===== config.mk =====
export PLATFORM = sky130hd
export DESIGN_NAME = tl45_decode_skid
export DESIGN_NICKNAME = d
export VERILOG_FILES = /design/src/rtl/tl45_decode_skid.sv
export SDC_FILE = /design/constraint.sdc
export NUM_CORES = 1
export LEC_CHECK = 0
export BUFFER_PORTS_ARGS = -buffer_cell sky130_fd_sc_hd__clkbuf_2
export CAP_MARGIN = 20
export CORE_MARGIN = 4
export CORE_UTILIZATION = 55
export DETAILED_ROUTE_END_ITERATION = 10
export PLACE_DENSITY = 0.9
export SLEW_MARGIN = 20
export SYNTH_ARGS = -nofsm -noshare
export SYNTH_HDL_FRONTEND = slang
export SYNTH_SLANG_ARGS = --single-unit

===== constraint.sdc =====
create_clock -name i_clk -period 2.8 [get_ports i_clk]
set_clock_uncertainty 0.15 [all_clocks]
set_input_delay 0.28 -clock i_clk [delete_from_list [all_inputs] [get_ports i_clk]]
set_output_delay 0.28 -clock i_clk [all_outputs]
set_load 0.01 [all_outputs]

===== src/rtl/tl45_decode_skid.sv =====
// Decode stage behind the prefetch unit: registers {pc, inst}, splits fields, extends the
// immediate, and uses a 1-entry skid buffer so the stall back to fetch is a pure flop.
module tl45_decode_skid #(
    parameter logic [4:0] OP_ILLEGAL_MIN    = 5'h18,
    parameter bit         BUBBLE_ON_ILLEGAL = 1'b0
) (
    input  logic        i_clk,
    input  logic        i_reset,
    input  logic        i_pipe_stall,
    input  logic        i_pipe_flush,
    output logic        o_pipe_stall,
    input  logic [31:0] i_buf_pc,
    input  logic [31:0] i_buf_inst,
    output logic        o_dr_valid,
    output logic [31:0] o_dr_pc,
    output logic [4:0]  o_dr_opcode,
    output logic        o_dr_imode,
    output logic [3:0]  o_dr_dr,
    output logic [3:0]  o_dr_sr1,
    output logic [3:0]  o_dr_sr2,
    output logic [31:0] o_dr_imm32,
    output logic        o_dr_illegal
);

    typedef struct packed {
        logic        valid;
        logic [31:0] pc;
        logic [4:0]  opcode;
        logic        imode;
        logic [3:0]  dr;
        logic [3:0]  sr1;
        logic [3:0]  sr2;
        logic [31:0] imm32;
        logic        illegal;
    } dec_t;

    typedef enum logic {
        EMPTY_SKID,
        FULL_SKID
    } state_t;

    state_t state, state_next;
    dec_t   out_q, out_next;
    dec_t   skid_q, skid_next;
    dec_t   dec_in;
    logic   stall_q, stall_next;
    logic   in_valid;

    // A bubble decodes to all-zero so it can never leak stale fields downstream.
    function automatic dec_t decode(input logic [31:0] pc, input logic [31:0] inst);
        dec_t d;
        logic is_illegal;
        d          = '0;
        is_illegal = (inst[31:27] >= OP_ILLEGAL_MIN);
        if ((inst != '0) && !(BUBBLE_ON_ILLEGAL && is_illegal)) begin
            d.valid   = 1'b1;
            d.pc      = pc;
            d.opcode  = inst[31:27];
            d.imode   = inst[26];
            d.dr      = inst[25:22];
            d.sr1     = inst[21:18];
            d.illegal = is_illegal;
            if (inst[26]) begin
                d.sr2 = 4'h0;
                case (inst[17:16])
                    2'b01:   d.imm32 = {{16{inst[15]}}, inst[15:0]};
                    2'b10:   d.imm32 = {inst[15:0], 16'h0000};
                    default: d.imm32 = {16'h0000, inst[15:0]};
                endcase
            end else begin
                d.sr2   = inst[17:14];
                d.imm32 = '0;
            end
        end
        return d;
    endfunction

    always_comb begin
        dec_in     = decode(i_buf_pc, i_buf_inst);
        in_valid   = dec_in.valid && !stall_q;
        state_next = state;
        out_next   = out_q;
        skid_next  = skid_q;
        stall_next = stall_q;
        if (i_pipe_flush) begin
            state_next = EMPTY_SKID;
            out_next   = '0;
            skid_next  = '0;
            stall_next = 1'b0;
        end else begin
            case (state)
                EMPTY_SKID: begin
                    // A held bubble is not real work, so a stall only parks valid output.
                    if (!i_pipe_stall || !out_q.valid) begin
                        out_next = in_valid ? dec_in : '0;
                    end else if (in_valid) begin
                        skid_next  = dec_in;
                        stall_next = 1'b1;
                        state_next = FULL_SKID;
                    end
                end
                FULL_SKID: begin
                    if (!i_pipe_stall) begin
                        out_next   = skid_q;
                        skid_next  = '0;
                        stall_next = 1'b0;
                        state_next = EMPTY_SKID;
                    end
                end
            endcase
        end
    end

    always_ff @(posedge i_clk) begin
        if (i_reset) begin
            state   <= EMPTY_SKID;
            out_q   <= '0;
            skid_q  <= '0;
            stall_q <= 1'b0;
        end else begin
            state   <= state_next;
            out_q   <= out_next;
            skid_q  <= skid_next;
            stall_q <= stall_next;
        end
    end

    assign o_pipe_stall = stall_q;
    assign o_dr_valid   = out_q.valid;
    assign o_dr_pc      = out_q.pc;
    assign o_dr_opcode  = out_q.opcode;
    assign o_dr_imode   = out_q.imode;
    assign o_dr_dr      = out_q.dr;
    assign o_dr_sr1     = out_q.sr1;
    assign o_dr_sr2     = out_q.sr2;
    assign o_dr_imm32   = out_q.imm32;
    assign o_dr_illegal = out_q.illegal;

endmodule


==> qor.yml, run 1 <==
pwr:
  switchingPower_mw: 1.372
  p_per_area_nw_per_um2: 601.9
  power_leakage_nw: 4.236
  pwr-share-seq_pct: 44.5
  p_int_mw: 4.299
  peakVddDrop_mv: 0.3863
  pwr-share-comb_pct: 11.3
  swShare_pct: 24.19
  pwr-share-clk_pct: 44.2
die:
  ioPinCount: 153
  core_area_um2: 13190
  die_y_um: 123.9
  initial_core_util_pct: 55.99
  fp-row-count: 42
  fp.dieArea_um2: 15340
  die_w_um: 123.9
worst_setup_path:
  slowest_delay_ns: 0.56
  arrival_ns: 2.68
  worstPathRequired_ns: 3.00
  crit_type: "in -> reg"
  slowest_stage: "dlygate4sd3_1"
  crit_chain: "dlygate4sd3_1 > clkbuf_2 > nor4_1 > nand4_1 > o2111ai_4 > buf_12 > mux2i_1"
  cp-end-kind: "flip-flop"
  worstSetupStartpointType: "input port"
  path_max_fanout: 48
sta:
  post-route-period-util_pct: 88.83
  period_needed_ns: 2.487
  fin_ws_ns: 0.3128
  slew_violations: 0
  finalSetupViolCount: 0
  tightest_slew_ns: 0.7361
  rsz0062_at_grt: "false"
  slew_headroom_pct: 50.93
  fmax_mhz: 402.1
  hold_viol_final: 0
  finalSetupTns_ns: 0
drt:
  drt_iter0_drc: 826
  num_vias: 7249
  routedWlPerCell_um: 17.15
  viasPerCell: 5.918
  finalWirelength_mm: 21.01
  drc: 0
  first_pass_iters: 5
  drtAntennaViolNets: 0
global_routing:
  grt_overflow_total: 0
  grt_pass1_vias: 7035
  antenna_found_initial: 1
  grt_first_pass_wirelength_mm: 34.21
  grt_start_max_net_pins: 72
  grtUsageTotal_pct: 28.03
  busiest_layer: "met2"
  grt_use_met2_pct: 46.16
  met3_usage_pct: 5.813
  grt_util_met1_pct: 34.71
synth:
  ys_ff_latch: 170
  yosys.area.top_type: "dfxtp_1"
  synth.top_cells.by_area: "dfxtp_1 46%, mux2i_1 11%, nand2_1 10%"
  synth_cells: 875
  synth_top_area_share_pct: 46.09
  synth_xor_area_share_pct: 0
  syn_nets: 946
  synth_fa_ha_area_share_pct: 0.5083
  synth_compound_area_share_pct: 16.71
  seq_area_frac_synth_pct: 46.09
  yosys_warnings: 0
  syn_avg_cell_area_um2: 8.440
  ys_types: 38
  yosys.area_share.simple_pct: 20.04
  synth_top_family_by_area: "simple AND/OR/NAND/NOR gates"
  syn_area_um2: 7385
  synthMuxAreaShare_pct: 11.25
layout:
  final_cells: 1225
  antenna_cells: 0
  nFillCells: 949
  layout-drive-gt1-share_pct: 20.31
  area_growth_syn_to_layout_pct: 27.58
  nets: 1107
  fin_util_pct: 71.43
placement:
  hpwl_mm: 12.92
  place_inst: 1138
  portBuffers: 152
  place_ws_ns: 0.4837
  place_congestion: 0.8044
clock_tree:
  clkTransAtPathRegs_ns: 0.06
  clock_sinks: 170
  cts_buffer_depth: 2
  cts_buffers: 17
  clkLatencyLatePin_ns: 0.42
  cts_tree: "done"
  post_cts_resized: 0
  ctsRootBufferMaster: "clkbuf_16"
  htree_levels: 4
flow_run:
  drv_cap: 0
min_path:
  holdCritPathClass: "in -> reg"
status:
  status: "finished clean"
-- metrics by stage --
stage | hold slack [ns] | area (µm²) | total power, mW
3_5_place_dp | 0.2967 | 8242 | 3.145
2_1_floorplan | 0.2688 | 7385 | 2.920
5_1_grt | 0.02367 | 9422 | 5.863
3_3_place_gp | 0.2897 | 8242 | 3.134
6_report | 0.03540 | 9422 | 5.670
4_1_cts | 0.006261 | 9422 | 5.687
-- worst max-delay path, delay by kind of cell --
kind	cells	cell delay [ns]
mux	1	0.25
simple gates	2	0.72
buf+inv	3	1.05
compound gates	1	0.34
-- area by class of cell --
cell class / instances / area, µm² / share of cell area (%)
inverters: 2 / 7.507 / 0.07968
multi-input cells: 618 / 3621 / 38.43
repair buffers: 227 / 1536 / 16.31
flip-flops and latches: 170 / 3407 / 36.16
well taps: 176 / 220.2 / 2.337
clock buffers: 22 / 464.2 / 4.927
clock inverters: 10 / 165.2 / 1.753
-- cells in the final DEF (no fill, tap or decap), types with 16 or more instances in the layout --
| cell | n |
|---|---|
| a211oi_1 | 16 |
| a21oi_1 | 71 |
| a221oi_1 | 33 |
| clkbuf_16 | 17 |
| clkbuf_2 | 152 |
| dfxtp_1 | 169 |
| dlygate4sd3_1 | 55 |
| mux2i_1 | 83 |
| nand2_1 | 199 |
| nor2_1 | 50 |
| nor3_1 | 49 |
| o211ai_1 | 32 |
| o21ai_0 | 33 |
-- power by group through the flow --
stage	registers, mW	clock network (mW)	logic (mW)
floorplan	2.59	0	0.328
global placement	2.57	0	0.560
detailed placement	2.58	0	0.570
CTS	2.52	2.53	0.633
global route	2.53	2.63	0.705
finish	2.52	2.50	0.642
-- routing by layer --
metal  up-vias  wire length (µm)
met5         -                13
met4         2               719
met3        60              1646
met2       358             10310
met1      3438              8316
li1       3391                 -
-- cells in the mapped netlist, drive strengths merged --
library cell / n
nor2: 53
o2111ai: 1
buf: 20
a22oi: 1
nor4b: 3
o22ai: 2
or2: 1
and3: 4
nor4: 6
ha: 3
nand3: 3
a2111oi: 1
o21ai: 34
inv: 2
and3b: 1
nor2b: 2
nand2b: 1
a221oi: 33
o211ai: 32
mux2i: 83
o21a: 2
nand4: 2
nor3: 49
dfxtp: 170
clkbuf: 65
nand2: 199
a21oi: 71
nor3b: 15
a211oi: 16
-- timing repair --
action,4_1_cts,5_1_grt
setup buffers,0,0
hold endpoints to repair,80,0
hold buffers,55,0
-- path summary, 6_finish.rpt --
check	cells past startpoint	slack [ns]	to	startpoint
max	7	0.31	skid_q[78]	i_buf_inst[12]
min	3	0.04	skid_q[50]	i_buf_inst[31]
max reg2reg	4	0.69	o_dr_dr[1]	state
min reg2reg	2	0.31	skid_q[36]	skid_q[36]
-- cell families after synthesis --
group | Yosys count
flops | 170
compound gates | 193
mux | 83
fa+ha+maj | 3
buf+inv | 87
simple gates | 339
-- registers in the layout, indices dropped and copies added (netlist names), 4 cells and up --
name         cells
o_dr_sr1         4
o_dr_imm32      32
o_dr_pc         32
o_dr_sr2         4
skid_q          84
o_dr_opcode      5
o_dr_dr          4
Power figures use the tool's default switching activity.
==> inputs of run 2 (changes only) <==
- CELL_PAD_IN_SITES_DETAIL_PLACEMENT: not set -> 0
- CELL_PAD_IN_SITES_GLOBAL_PLACEMENT: not set -> 2
- CORE_UTILIZATION: 55 -> 35
- PLACE_DENSITY: 0.9 -> 0.95
==> run 2 against run 1 <==
Hold slack worse by 0.017 ns; register-to-register slack worse by 0.03 ns; worst setup slack better by 0.047 ns; sequential share of layout area is 0.13 points lower; flip-flop and latch count stayed put; die area is 53% higher; final cell count is 7.5% higher; sequential power hardly changed; total power is 3.6% lower; maximum frequency is 1.9% higher; critical path depth stayed put.
==> qor.yml, run 2 (synthesis gave the netlist of run 1 again) <==
sta:
  fmax_mhz: 409.8  # was 402.1 MHz
  rsz0062_at_grt: "false"  # unchanged
  tightest_slew_ns: 0.7844  # was 0.7361 ns
  fin_ws_ns: 0.3597  # was 0.3128 ns
  hold_ws_ns: 0.01828  # was 0.03540 ns
  hold_viol_final: 0  # unchanged
  period_needed_ns: 2.440  # was 2.487 ns
  slew_headroom_pct: 47.71  # was 50.93%
  finalSetupViolCount: 0  # unchanged
  slew_violations: 0  # unchanged
  finalSetupTns_ns: 0  # unchanged
  post-route-period-util_pct: 87.15  # was 88.83%
pwr:
  finalPower_mw: 5.464  # was 5.670 mW
  power_leakage_nw: 4.196  # was 4.236 nW
  peakVddDrop_mv: 0.3667  # was 0.3863 mV
  pwr-share-clk_pct: 42.1  # was 44.2%
  swShare_pct: 26.29  # was 24.19%
  p_int_mw: 4.027  # was 4.299 mW
  p_per_area_nw_per_um2: 577.9  # was 601.9 nW/µm²
  pwr-share-seq_pct: 46.2  # was 44.5%
  pwr-share-comb_pct: 11.7  # was 11.3%
  switchingPower_mw: 1.437  # was 1.372 mW
placement:
  place_congestion: 0.7836  # was 0.8044
  portBuffers: 152  # unchanged
  hpwl_mm: 14.35  # was 12.92 mm
  place_ws_ns: 0.4759  # was 0.4837 ns
layout:
  antenna_cells: 0  # unchanged
  nets: 1106  # was 1107
  top_register: "skid_q"  # unchanged
  largest_reg_flops: 84  # unchanged
  area_growth_syn_to_layout_pct: 28.04  # was 27.58%
  layout-drive-gt1-share_pct: 20.53  # was 20.31%
  layout_common_cells: "199 x nand2_1, 169 x dfxtp_1, 152 x clkbuf_2"  # unchanged
  final_common_cell: "nand2_1"  # unchanged
worst_setup_path:
  crit_start: "i_buf_inst[9]"  # was i_buf_inst[12]
  critical-path-top-delay-family: "buffers and inverters"  # unchanged
  worstSetupStartpointType: "input port"  # unchanged
  crit_chain: "dlygate4sd3_1 > clkbuf_2 > nor4_1 > nand4_1 > o2111ai_4 > buf_12 > mux2i_1"  # unchanged
  arrival_ns: 2.64  # was 2.68 ns
  crit_type: "in -> reg"  # unchanged
  critPathBufInv: 3  # unchanged
  worstPathRequired_ns: 3.00  # about the same
  slowest_delay_ns: 0.54  # was 0.56 ns
  cp-end-kind: "flip-flop"  # unchanged
  reg2reg_from: "state"  # unchanged
  path_max_fanout: 51  # was 48
  slowest_stage: "dlygate4sd3_1"  # unchanged
die:
  die_w_um: 153.3  # was 123.9 µm
  initial_core_util_pct: 36.03  # was 55.99%
  fp-row-count: 52  # was 42
  core_area_um2: 20490  # was 13190 µm²
  fp.dieArea_um2: 23490  # was 15340 µm²
  die_y_um: 153.3  # was 123.9 µm
  ioPinCount: 153  # unchanged
global_routing:
  grt_pass1_vias: 6782  # was 7035
  antenna_found_initial: 0  # was 1
  busiest_layer: "met2"  # unchanged
  met3_usage_pct: 3.789  # was 5.813%
  grt_first_pass_wirelength_mm: 36.73  # was 34.21 mm
  grt_use_met2_pct: 31.98  # was 46.16%
  grt_overflow_total: 0  # unchanged
  grtUsageTotal_pct: 19.12  # was 28.03%
  grt_util_met1_pct: 25.17  # was 34.71%
  grt_start_max_net_pins: 80  # was 72
drt:
  routedWlPerCell_um: 17.15  # about the same
  viasPerCell: 5.195  # was 5.918
  first_pass_iters: 5  # unchanged
  drtAntennaViolNets: 0  # unchanged
  num_vias: 6842  # was 7249
  drc: 0  # unchanged
  drt_iter0_drc: 433  # was 826
  finalWirelength_mm: 22.58  # was 21.01 mm
flow_run:
  drv_cap: 0  # unchanged
clock_tree:
  clkTransAtPathRegs_ns: 0.07  # was 0.06 ns
  htree_levels: 4  # unchanged
  cts_buffer_depth: 2  # unchanged
  cts_tree: "done"  # unchanged
  ctsRootBufferMaster: "clkbuf_16"  # unchanged
  post_cts_resized: 0  # unchanged
  clkLatencyLatePin_ns: 0.43  # was 0.42 ns
  cts_buffers: 17  # unchanged
  clock_sinks: 170  # unchanged
  hold_buffers: 54  # was 55
  postCtsSetupRepairBufs: 0  # unchanged
min_path:
  hp-start: "i_buf_inst[11]"  # was i_buf_inst[31]
  holdCritPathClass: "in -> reg"  # unchanged
status:
  status: "finished clean"  # unchanged
run 2: cell types whose count changed in the layout (fill, tap and decap cells not counted), sizes merged:
cell         change
bufinv           -3
clkbuf           -3
clkinvlp         +2
dlygate4sd3      -1
inv              +3
run 2: layout make-up:
class	count	area, µm²
Timing Repair Buffer	226	1501
Sequential cell	170	3407
Clock inverter	12	116.4
Tap cell	270	337.8
Inverter	2	7.507
Multi-Input combinational cell	618	3632
Clock buffer	19	452.9
Fill cell	2066	11040
run 2: layer usage:
metal / wire, µm / part of all wire (%)
met1: 10310 / 46
met2: 10830 / 48
met4: 321 / 1.4
met5: 0 / 0
met3: 1116 / 4.9
run 2: stage by stage:
stage               instances  utilization [%]  cell area (µm²)
floorplan                 875                -             7385
global placement         1232            40.72             8346
detailed placement       1232            40.72             8346
CTS                      1317            46.14             9455
global route             1317            46.14             9455
finish                   1317            46.14             9455
run 2: path summary, 6_finish.rpt:
kind	slack (ns)	endpoint	depth (start not counted)
hold reg to reg	0.31	skid_q[36]	2
setup / recovery	0.36	skid_q[43]	7
hold / removal	0.02	skid_q[12]	3
setup reg to reg	0.66	o_dr_imm32[20]	3
run 2: power by group through the flow:
stage	registers (mW)	clock network, mW	logic, mW
final	2.52	2.30	0.641
after global routing	2.53	2.47	0.710
after CTS	2.52	2.36	0.648
after detailed placement	2.58	0	0.586
after global placement	2.58	0	0.586
after floorplan	2.59	0	0.328
run 2: tightest hold or removal path: stages:
cell,delay [ns]
clkbuf_2,0.14
nand2_1,0.07
mux2i_1,0.06
